==> src/rtl/space_invaders_pkg.sv <==
// Shared definitions for the space-invaders blocks: keycodes, screen
// bounds and the player-laser state encoding.
package space_invaders_pkg;

  localparam logic [7:0] KEY_A     = 8'h04;
  localparam logic [7:0] KEY_D     = 8'h07;
  localparam logic [7:0] KEY_SPACE = 8'h2C;

  localparam logic [9:0] X_MIN    = 10'd20;
  localparam logic [9:0] X_MAX    = 10'd600;
  localparam logic [9:0] SCREEN_H = 10'd480;

  typedef enum logic [1:0] {
    IDLE = 2'd0,
    FLY  = 2'd1,
    COOL = 2'd2
  } laser_state_t;

  // A zero cooldown still spends one frame in COOL.
  function automatic logic [7:0] cool_load(input logic [7:0] frames);
    return (frames == 8'd0) ? 8'd1 : frames;
  endfunction

endpackage

==> src/rtl/player_laser_key_edge_detect.sv <==
// key_edge_detect: flags when the current keycode matches KEY (level_o)
// and the first frame of a press (rise_o). Reusable by any key-driven block.
// Ports:
//   clk_i      clock
//   rst_i      asynchronous, active-high reset
//   keycode_i  current USB keycode
//   level_o    keycode_i == KEY this frame
//   rise_o     level_o high now but low on the previous edge
module key_edge_detect #(
  parameter logic [7:0] KEY = 8'h2C
) (
  input  logic       clk_i,
  input  logic       rst_i,
  input  logic [7:0] keycode_i,
  output logic       level_o,
  output logic       rise_o
);

  logic prev_q;

  assign level_o = (keycode_i == KEY);
  assign rise_o  = level_o & ~prev_q;

  // Tracks the key on every edge regardless of what the consumer is doing,
  // so a key held across a busy period never looks like a fresh press.
  always_ff @(posedge clk_i or posedge rst_i) begin
    if (rst_i) prev_q <= 1'b0;
    else       prev_q <= level_o;
  end

endmodule

==> src/rtl/player_laser.sv <==
// player_laser: player-shot controller. A fire-key press launches a single
// laser from the cannon; it climbs LASER_STEP rows per frame until a hit or
// until it would leave the top of the screen, then a cooldown runs before
// the next shot is allowed.
// Optional build macro: PLAYER_LASER_AUTOFIRE_EN makes the fire key
// level-sensitive in IDLE (holding it refires after each cooldown).
// Ports:
//   frame_clk     frame-rate clock (vsync)
//   Reset         asynchronous, active-high reset
//   keycode       current USB keycode
//   player_X      cannon left X
//   hit           laser collided this frame (only honoured in FLY)
//   laser_X       laser column (frozen for the whole flight)
//   laser_Y       laser row
//   laser_active  laser visible/collidable
//   fire_evt      one-frame pulse on launch
//   dbg_state     current FSM state
module player_laser
  import space_invaders_pkg::*;
#(
  parameter logic [9:0] LASER_Y_START   = 10'd440,
  parameter logic [9:0] LASER_Y_MIN     = 10'd8,
  parameter logic [9:0] LASER_STEP      = 10'd4,
  parameter logic [9:0] X_OFFSET        = 10'd10,
  parameter logic [7:0] COOLDOWN_FRAMES = 8'd15,
  parameter logic [7:0] FIRE_KEY        = KEY_SPACE
) (
  input  logic         frame_clk,
  input  logic         Reset,
  input  logic [7:0]   keycode,
  input  logic [9:0]   player_X,
  input  logic         hit,
  output logic [9:0]   laser_X,
  output logic [9:0]   laser_Y,
  output logic         laser_active,
  output logic         fire_evt,
  output laser_state_t dbg_state
);

  laser_state_t state_q, state_d;
  logic [9:0]   x_q, x_d;
  logic [9:0]   y_q, y_d;
  logic         active_q, active_d;
  logic         fire_q, fire_d;
  logic [7:0]   cool_q, cool_d;

  logic key_level;
  logic key_rise;
  logic fire_cond;
  logic retire;

  key_edge_detect #(.KEY(FIRE_KEY)) u_fire_key (
    .clk_i    (frame_clk),
    .rst_i    (Reset),
    .keycode_i(keycode),
    .level_o  (key_level),
    .rise_o   (key_rise)
  );

`ifdef PLAYER_LASER_AUTOFIRE_EN
  // rise implies level, so this is just the level; OR-ing keeps the
  // edge output connected in this build.
  assign fire_cond = key_level | key_rise;
`else
  assign fire_cond = key_rise;
`endif

  // Retire check comes before the subtract so laser_Y can never underflow.
  assign retire = hit || (y_q < (LASER_Y_MIN + LASER_STEP));

  always_ff @(posedge frame_clk or posedge Reset) begin
    if (Reset) begin
      state_q  <= IDLE;
      x_q      <= 10'd0;
      y_q      <= LASER_Y_START;
      active_q <= 1'b0;
      fire_q   <= 1'b0;
      cool_q   <= 8'd0;
    end else begin
      state_q  <= state_d;
      x_q      <= x_d;
      y_q      <= y_d;
      active_q <= active_d;
      fire_q   <= fire_d;
      cool_q   <= cool_d;
    end
  end

  always_comb begin
    state_d  = state_q;
    x_d      = x_q;
    y_d      = y_q;
    active_d = active_q;
    fire_d   = 1'b0;
    cool_d   = cool_q;
    unique case (state_q)
      IDLE: begin
        if (fire_cond) begin
          x_d      = player_X + X_OFFSET;
          y_d      = LASER_Y_START;
          active_d = 1'b1;
          fire_d   = 1'b1;
          state_d  = FLY;
        end
      end
      FLY: begin
        if (retire) begin
          active_d = 1'b0;
          cool_d   = cool_load(COOLDOWN_FRAMES);
          state_d  = COOL;
        end else begin
          y_d = y_q - LASER_STEP;
        end
      end
      COOL: begin
        if (cool_q <= 8'd1) state_d = IDLE;
        else                cool_d  = cool_q - 8'd1;
      end
      default: state_d = IDLE;
    endcase
  end

  assign laser_X      = x_q;
  assign laser_Y      = y_q;
  assign laser_active = active_q;
  assign fire_evt     = fire_q;
  assign dbg_state    = state_q;

endmodule

==> config.mk <==
export PLATFORM = sky130hd
export DESIGN_NAME = player_laser
export DESIGN_NICKNAME = d
export VERILOG_FILES = /design/src/rtl/space_invaders_pkg.sv /design/src/rtl/player_laser_key_edge_detect.sv /design/src/rtl/player_laser.sv
export SDC_FILE = /design/constraint.sdc
export NUM_CORES = 1
export LEC_CHECK = 0
export ABC_CLOCK_PERIOD_IN_PS = 1860
export CAP_MARGIN = 10
export CORE_MARGIN = 10
export CORE_UTILIZATION = 40
export CTS_CLUSTER_SIZE = 16
export DETAILED_ROUTE_END_ITERATION = 8
export PLACE_DENSITY_LB_ADDON = 0.15
export SYNTH_ARGS = -nofsm -noshare
export SYNTH_HDL_FRONTEND = slang
export SYNTH_SLANG_ARGS = --single-unit
==> constraint.sdc <==
create_clock -name frame_clk -period 1.86 [get_ports frame_clk]
set_input_delay 0.279 -clock frame_clk [delete_from_list [all_inputs] [get_ports frame_clk]]
set_output_delay 0.279 -clock frame_clk [all_outputs]
set_load 0.01 [all_outputs]
# ---- Word-level counts from Yosys, hierarchy flattened
# Index checks and enable logic that the tools add are counted.
dict set report op_classes {
  n_lt_le_gt_ge 2
  eq_ne 8
  n_shift 0
  reduce_logical 9
  muxes 15
  n_mul 0
  div 0
  bitwise 2
  add_sub_neg 3
}
# cell count
set op_table {}
lappend op_table {{10-bit 2-to-1 mux} 2}
lappend op_table {{10-bit case mux with 2 select lines} 1}
lappend op_table {{8-bit 2-to-1 mux} 2}
lappend op_table {{8-bit case mux with 2 select lines} 1}
lappend op_table {{3-bit AND reduction} 4}
lappend op_table {{10-bit by 4-bit adder with 10-bit output (second input constant)} 1}
lappend op_table {{10-bit by 4-bit less-than comparator with 1-bit output (second input constant)} 1}
lappend op_table {{2-bit inequality test (second input constant)} 5}
lappend op_table {{10-bit by 3-bit subtractor with 10-bit output (second input constant)} 1}
lappend op_table {{8-bit by 6-bit == test with 1-bit output (second input constant)} 1}
lappend op_table {{8-bit by 1-bit <= comparator with 1-bit output (second input constant)} 1}
lappend op_table {{8-bit by 1-bit subtractor with 8-bit output (second input constant)} 1}
lappend op_table {{2-bit 2-to-1 mux} 3}
lappend op_table {{2-bit case mux with 3 select lines} 1}
lappend op_table {{1-bit 2-to-1 mux} 4}
lappend op_table {{2-bit nonzero test} 2}
lappend op_table {{2-bit by 1-bit == test with 1-bit output (second input constant)} 1}
lappend op_table {{2-bit == test (second input constant)} 1}
lappend op_table {{2-bit logical NOT} 1}
lappend op_table {{1-bit case mux with 2 select lines} 1}
lappend op_table {{2-bit AND reduction} 1}
lappend op_table {{1-bit bitwise AND} 1}
lappend op_table {{1-bit logical OR} 1}
lappend op_table {{1-bit inverter} 1}
dict set report word_totals {
  reg_bits 33
  latch_bits 0
  mem_bits_rw 0
  out_inout_bits 24
  romBits 0
  n_memories 0
  word_cells 46
  in_bits 21
}

# ---- Logic depth before layout (Yosys ltp)
dict set report depth {
  ltp_word 4
  depth_mapped 6
}

# ---- Modules after synthesis
# From an unflattened synthesis, not the netlist that was laid out.
dict set report hier_totals {
  hier_cells 170
  area_unflattened_um2 1656.6
}
# mod cells_each area_each_um2 seq_area_each_um2 n_inst
set modules_own_cells {}
lappend modules_own_cells {player_laser 163 1589.0 757.0 1}
lappend modules_own_cells {key_edge_detect 7 67.6 25.0 1}

# ---- Worst setup path after synthesis
# OpenSTA, ideal clock, no wires.
dict set report synth_timing {
  path_type {in2reg}
  from {in keycode[4]}
  to {reg x_q[2], in the netlist laser_X[2]}
  n_path_buf 2
  t_arrival_ps 1776
  cell_stages 5
  slack_ps -40
  setup_time_ps 125
  cell_sequence {or4b_1 > nor4bb_1 > clkbuf_1 > buf_4 > mux2_2}
}
dict set report synth_via {
  elab_chain_len 3
}
# item line_no
set synth_lines {}
lappend synth_lines {{from (decl)} player_laser.sv:30} ;# input logic [7:0] keycode,
lappend synth_lines {{8-bit by 6-bit == test with 1-bit output} player_laser_key_edge_detect.sv:21} ;# assign level_o = (keycode_i == KEY);
lappend synth_lines {{1-bit bitwise AND} player_laser_key_edge_detect.sv:22} ;# assign rise_o = level_o & ~prev_q;
lappend synth_lines {{2-bit AND reduction (no line)} -}
lappend synth_lines {{to (signal assigned)} player_laser.sv:74} ;# x_q <= 10'd0;
lappend synth_lines {{to (signal assigned)} player_laser.sv:81} ;# x_q <= x_d;
lappend synth_lines {{to (decl)} player_laser.sv:41} ;# logic [9:0] x_q, x_d;
# No other way between the ends.
# A chain may end at the register's enable or synchronous reset.

# ---- Worst setup path in the final report
dict set report layout_timing {
  from {reg y_q[5], in the netlist laser_Y[5]}
  to {reg cool_q[1]}
}
dict set report layout_via {
  elab_chain_len 4
}
# item line_no
set layout_lines {}
lappend layout_lines {{from (decl)} player_laser.sv:42} ;# logic [9:0] y_q, y_d;
lappend layout_lines {{from (signal assigned)} player_laser.sv:82} ;# y_q <= y_d;
lappend layout_lines {{10-bit by 4-bit less-than comparator with 1-bit output} player_laser.sv:69} ;# assign retire = hit || (y_q < (LASER_Y_MIN + LASER_STEP));
lappend layout_lines {{1-bit logical OR} player_laser.sv:69}
lappend layout_lines {{2-bit inequality test (no line)} -}
lappend layout_lines {{3-bit AND reduction (no line)} -}
lappend layout_lines {{to (signal assigned)} player_laser.sv:85} ;# cool_q <= cool_d;
lappend layout_lines {{to (decl)} player_laser.sv:45} ;# logic [7:0] cool_q, cool_d;
# No other way between the ends.

==> run_results.csv <==
group,metric,value,unit
detailed_routing,dr.pass1.iters,4,
setup_path,required,2.07,ns
sta,setup_slack,0.04146,ns
logic_synthesis,async_reset_ff_share,100.0,%
finish,area_growth,49.69,%
cts,h-tree-depth,2,
cts,cts_buffers,5,
setup_path,r2r_end,"cool_q[1]$_DFFE_PP0P_",
global_route,grt_antenna_before_repair,0,
logic_synthesis,yosys.cell_types.count,46,
floorplan,die_y,83.92,microns
global_route,grt.total_usage,12.18,%
worst_hold_path,hold_path_class,"input pin to async pin",
place,gp_congestion,0.7497,
setup_path,crit_slowest_cell,"or4_4",
detailed_routing,drc,0,
finish,fill_cells,327,
setup_path,rr_startpoint,"laser_Y[5]$_DFFE_PP1P_",
finish,layout_common_cells,"38 x clkdlybuf4s50_1, 26 x dfrtp_1, 24 x buf_4",
logic_synthesis,postSynthCellCount,160,
setup_path,critPathKind,"flip-flop to flip-flop",
setup_path,cp_max_fo,7,
setup_path,startpoint_type,"flip-flop",
detailed_routing,wl_per_cell,15.23,microns
floorplan,num_io_pins,45,
setup_path,reg2reg_slack,0.04,ns
setup_path,crit_path_max_incr_delay,0.57,ns
sta,max_freq,549.9,MHz
sta,hold_viol,0,
detailed_routing,drt_iter0_markers,42,
finish,mostFrequentLayoutCell,"clkdlybuf4s50_1",
detailed_routing,detail-route-antenna-nets,0,
power,p_leak,0.001079,uW
global_route,grt_pass1_vias,1506,
setup_path,crit_chain,"or4_4 -> o21ai_0 -> and2_1 -> o31a_1",
logic_synthesis,syn-cell-area,1634,sq um
sta,tns,0,ns
detailed_routing,via_per_inst,5.114,
sta,clock_skew,0.004735,ns
detailed_routing,drt-total-wl,4263,microns
logic_synthesis,ys_seq_area_share,47.86,%
run_status,status,"finished, final reports clean",
cts,root_buffer,"clkbuf_8",
logic_synthesis,ys_warn_count,0,
place,port_buffers,42,
logic_synthesis,synth_enable_flop_cells,0,
cts,cts_buffer_depth,2,
logic_synthesis,ys_seq_elements,31,
sta,finalCritPeriodShare,97.77,%
place,hpwl,3301,microns
sta,rsz0062_at_grt,"true",
global_route,grt_max_degree,32,
finish,final_core_util,61.59,%
floorplan,start_util,41.15,%
cts,clk_pin_slew,0.07,ns
floorplan,die-area,7042,sq um
logic_synthesis,synth-main-ff-cell,"dfrtp_1",
sta,setup_violations,0,
sta,drv_slew,0,
power,p_per_area,874.4,nW/um^2
floorplan,die_w,83.92,microns
global_route,grt_first_pass_wirelength,7072,microns
sta,finalCriticalPeriod,1.819,ns
finish,layout.nets,255,
cts,clock_latency,0.27,ns
place,place_area,2273,sq um
setup_path,worstSetupEndpointType,"flip-flop",
detailed_routing,dr_total_vias,1432,
floorplan,coreArea,3971,sq um
setup_path,rr_worst_depth,4,
place,pre_cts_ws,-0.4573,ns
logic_synthesis,syn_area_per_cell,10.21,sq um
power,ir_worst_vdd,0.4499,mV
floorplan,rows,23,
cts,clock_sinks,31,
flow_run,max_cap_viol_count,0,
global_route,grt_remaining_overflow,0,
finish,drive_gt1_share,28.26,%
finish,diodes,0,
setup_path,cp.arrival,2.03,ns
cts,cts_tree,"built",
power,power,2139,uW
finish,fin_area,2446,sq um
worst max path at each step:
stage | start | to | slack [ns] | cells after the start
floorplan | keycode[4] | laser_X[2]$_DFFE_PP0P_ | 0.004 | 5
global placement | keycode[4] | laser_X[3]$_DFFE_PP0P_ | -0.40 | 5
detailed placement | keycode[4] | laser_X[4]$_DFFE_PP0P_ | -0.46 | 5
CTS | laser_Y[5]$_DFFE_PP1P_ | laser_Y[7]$_DFFE_PP1P_ | 0.03 | 4
global route | laser_Y[2]$_DFFE_PP0P_ | cool_q[1]$_DFFE_PP0P_ | -0.06 | 5
finish | laser_Y[5]$_DFFE_PP1P_ | cool_q[1]$_DFFE_PP0P_ | 0.04 | 4
final cells by class:
cell class,instances,area [sq um],area share (%)
sequential,31,782.0,31.97
clock buffer,8,100.1,4.092
multi-input combinational,117,868.3,35.50
timing repair buffer,67,606.8,24.81
inverter,7,26.28,1.074
tap,50,62.56,2.558
flip-flops by register name, summed over array words and instances (netlist names):
| name | count |
|---|---|
| laser_active | 1 |
| fire_evt | 1 |
| u_fire_key.prev_q | 1 |
| dbg_state | 2 |
| laser_X | 10 |
| laser_Y | 8 |
| cool_q | 8 |
stage by stage:
stage,cells,hold WS (ns)
floorplan,161,0.3500
global placement,269,0.4791
detailed placement,269,0.4958
CTS,280,0.4021
global route,280,0.4250
finish,280,0.3887
synth_stat cells, types with 2 or more instances:
cell type / n / area share (%)
a211oi_1: 2 / 0.92
a21oi_1: 13 / 4.0
and2_1: 2 / 0.77
buf_4: 3 / 1.4
clkbuf_1: 2 / 0.46
dfrtp_1: 26 / 40
dfstp_2: 5 / 8.0
ha_1: 5 / 3.8
inv_1: 7 / 1.6
mux2_2: 6 / 4.1
mux2i_1: 4 / 2.5
nand2_1: 8 / 1.8
nand2b_1: 2 / 0.77
nand3_1: 2 / 0.61
nor2_1: 17 / 3.9
nor3_1: 5 / 1.5
nor4_1: 2 / 0.77
o21ai_0: 6 / 1.8
o31ai_1: 2 / 0.92
or2_2: 5 / 1.9
or3_1: 2 / 0.77
or4_1: 3 / 1.4
or4_4: 2 / 1.4
xnor2_1: 5 / 2.7
xor2_1: 3 / 1.6
worst max-delay path, delay by kind of cell (launching register included):
family / cells / cell delay, ns
and+or+nand+nor: 2 / 0.92
AOI/OAI and AO/OA: 2 / 0.46
DFF: 1 / 0.37
repair_timing:
action                     CTS  global route
setup endpoints to repair   18             5
buffers inserted             3             0
resized for setup           11             9
hold buffers                 0             0
pin swaps                    7             2
report_power, final:
part / total [uW] / switching (uW) / internal [uW]
clock: 578 / 241 / 337
sequential: 913 / 113 / 800
combinational: 647 / 281 / 367
cells by family (layout without fill, tap and decap cells):
family	Yosys count	in the layout	share of synthesized area [%]
AO/OA/AOI/OAI	30	30	11.33
XOR/XNOR	8	8	4.288
adder cells (fa/ha/maj)	5	5	3.828
buffers and inverters	13	82	3.752
flip-flops	31	31	47.86
multiplexers	10	10	6.585
other	1	2	0.2295
AND/OR/NAND/NOR	62	62	22.13
per-layer routing:
metal  up-vias  track usage, %  share of wire (%)
met2        50           22.44                 54
met4         0           3.805               0.99
met1       668           11.81                 38
met3         6           5.371                7.1
li1        708               -                  -
met5         -               0                  0
Power figures use the tool's default switching activity.
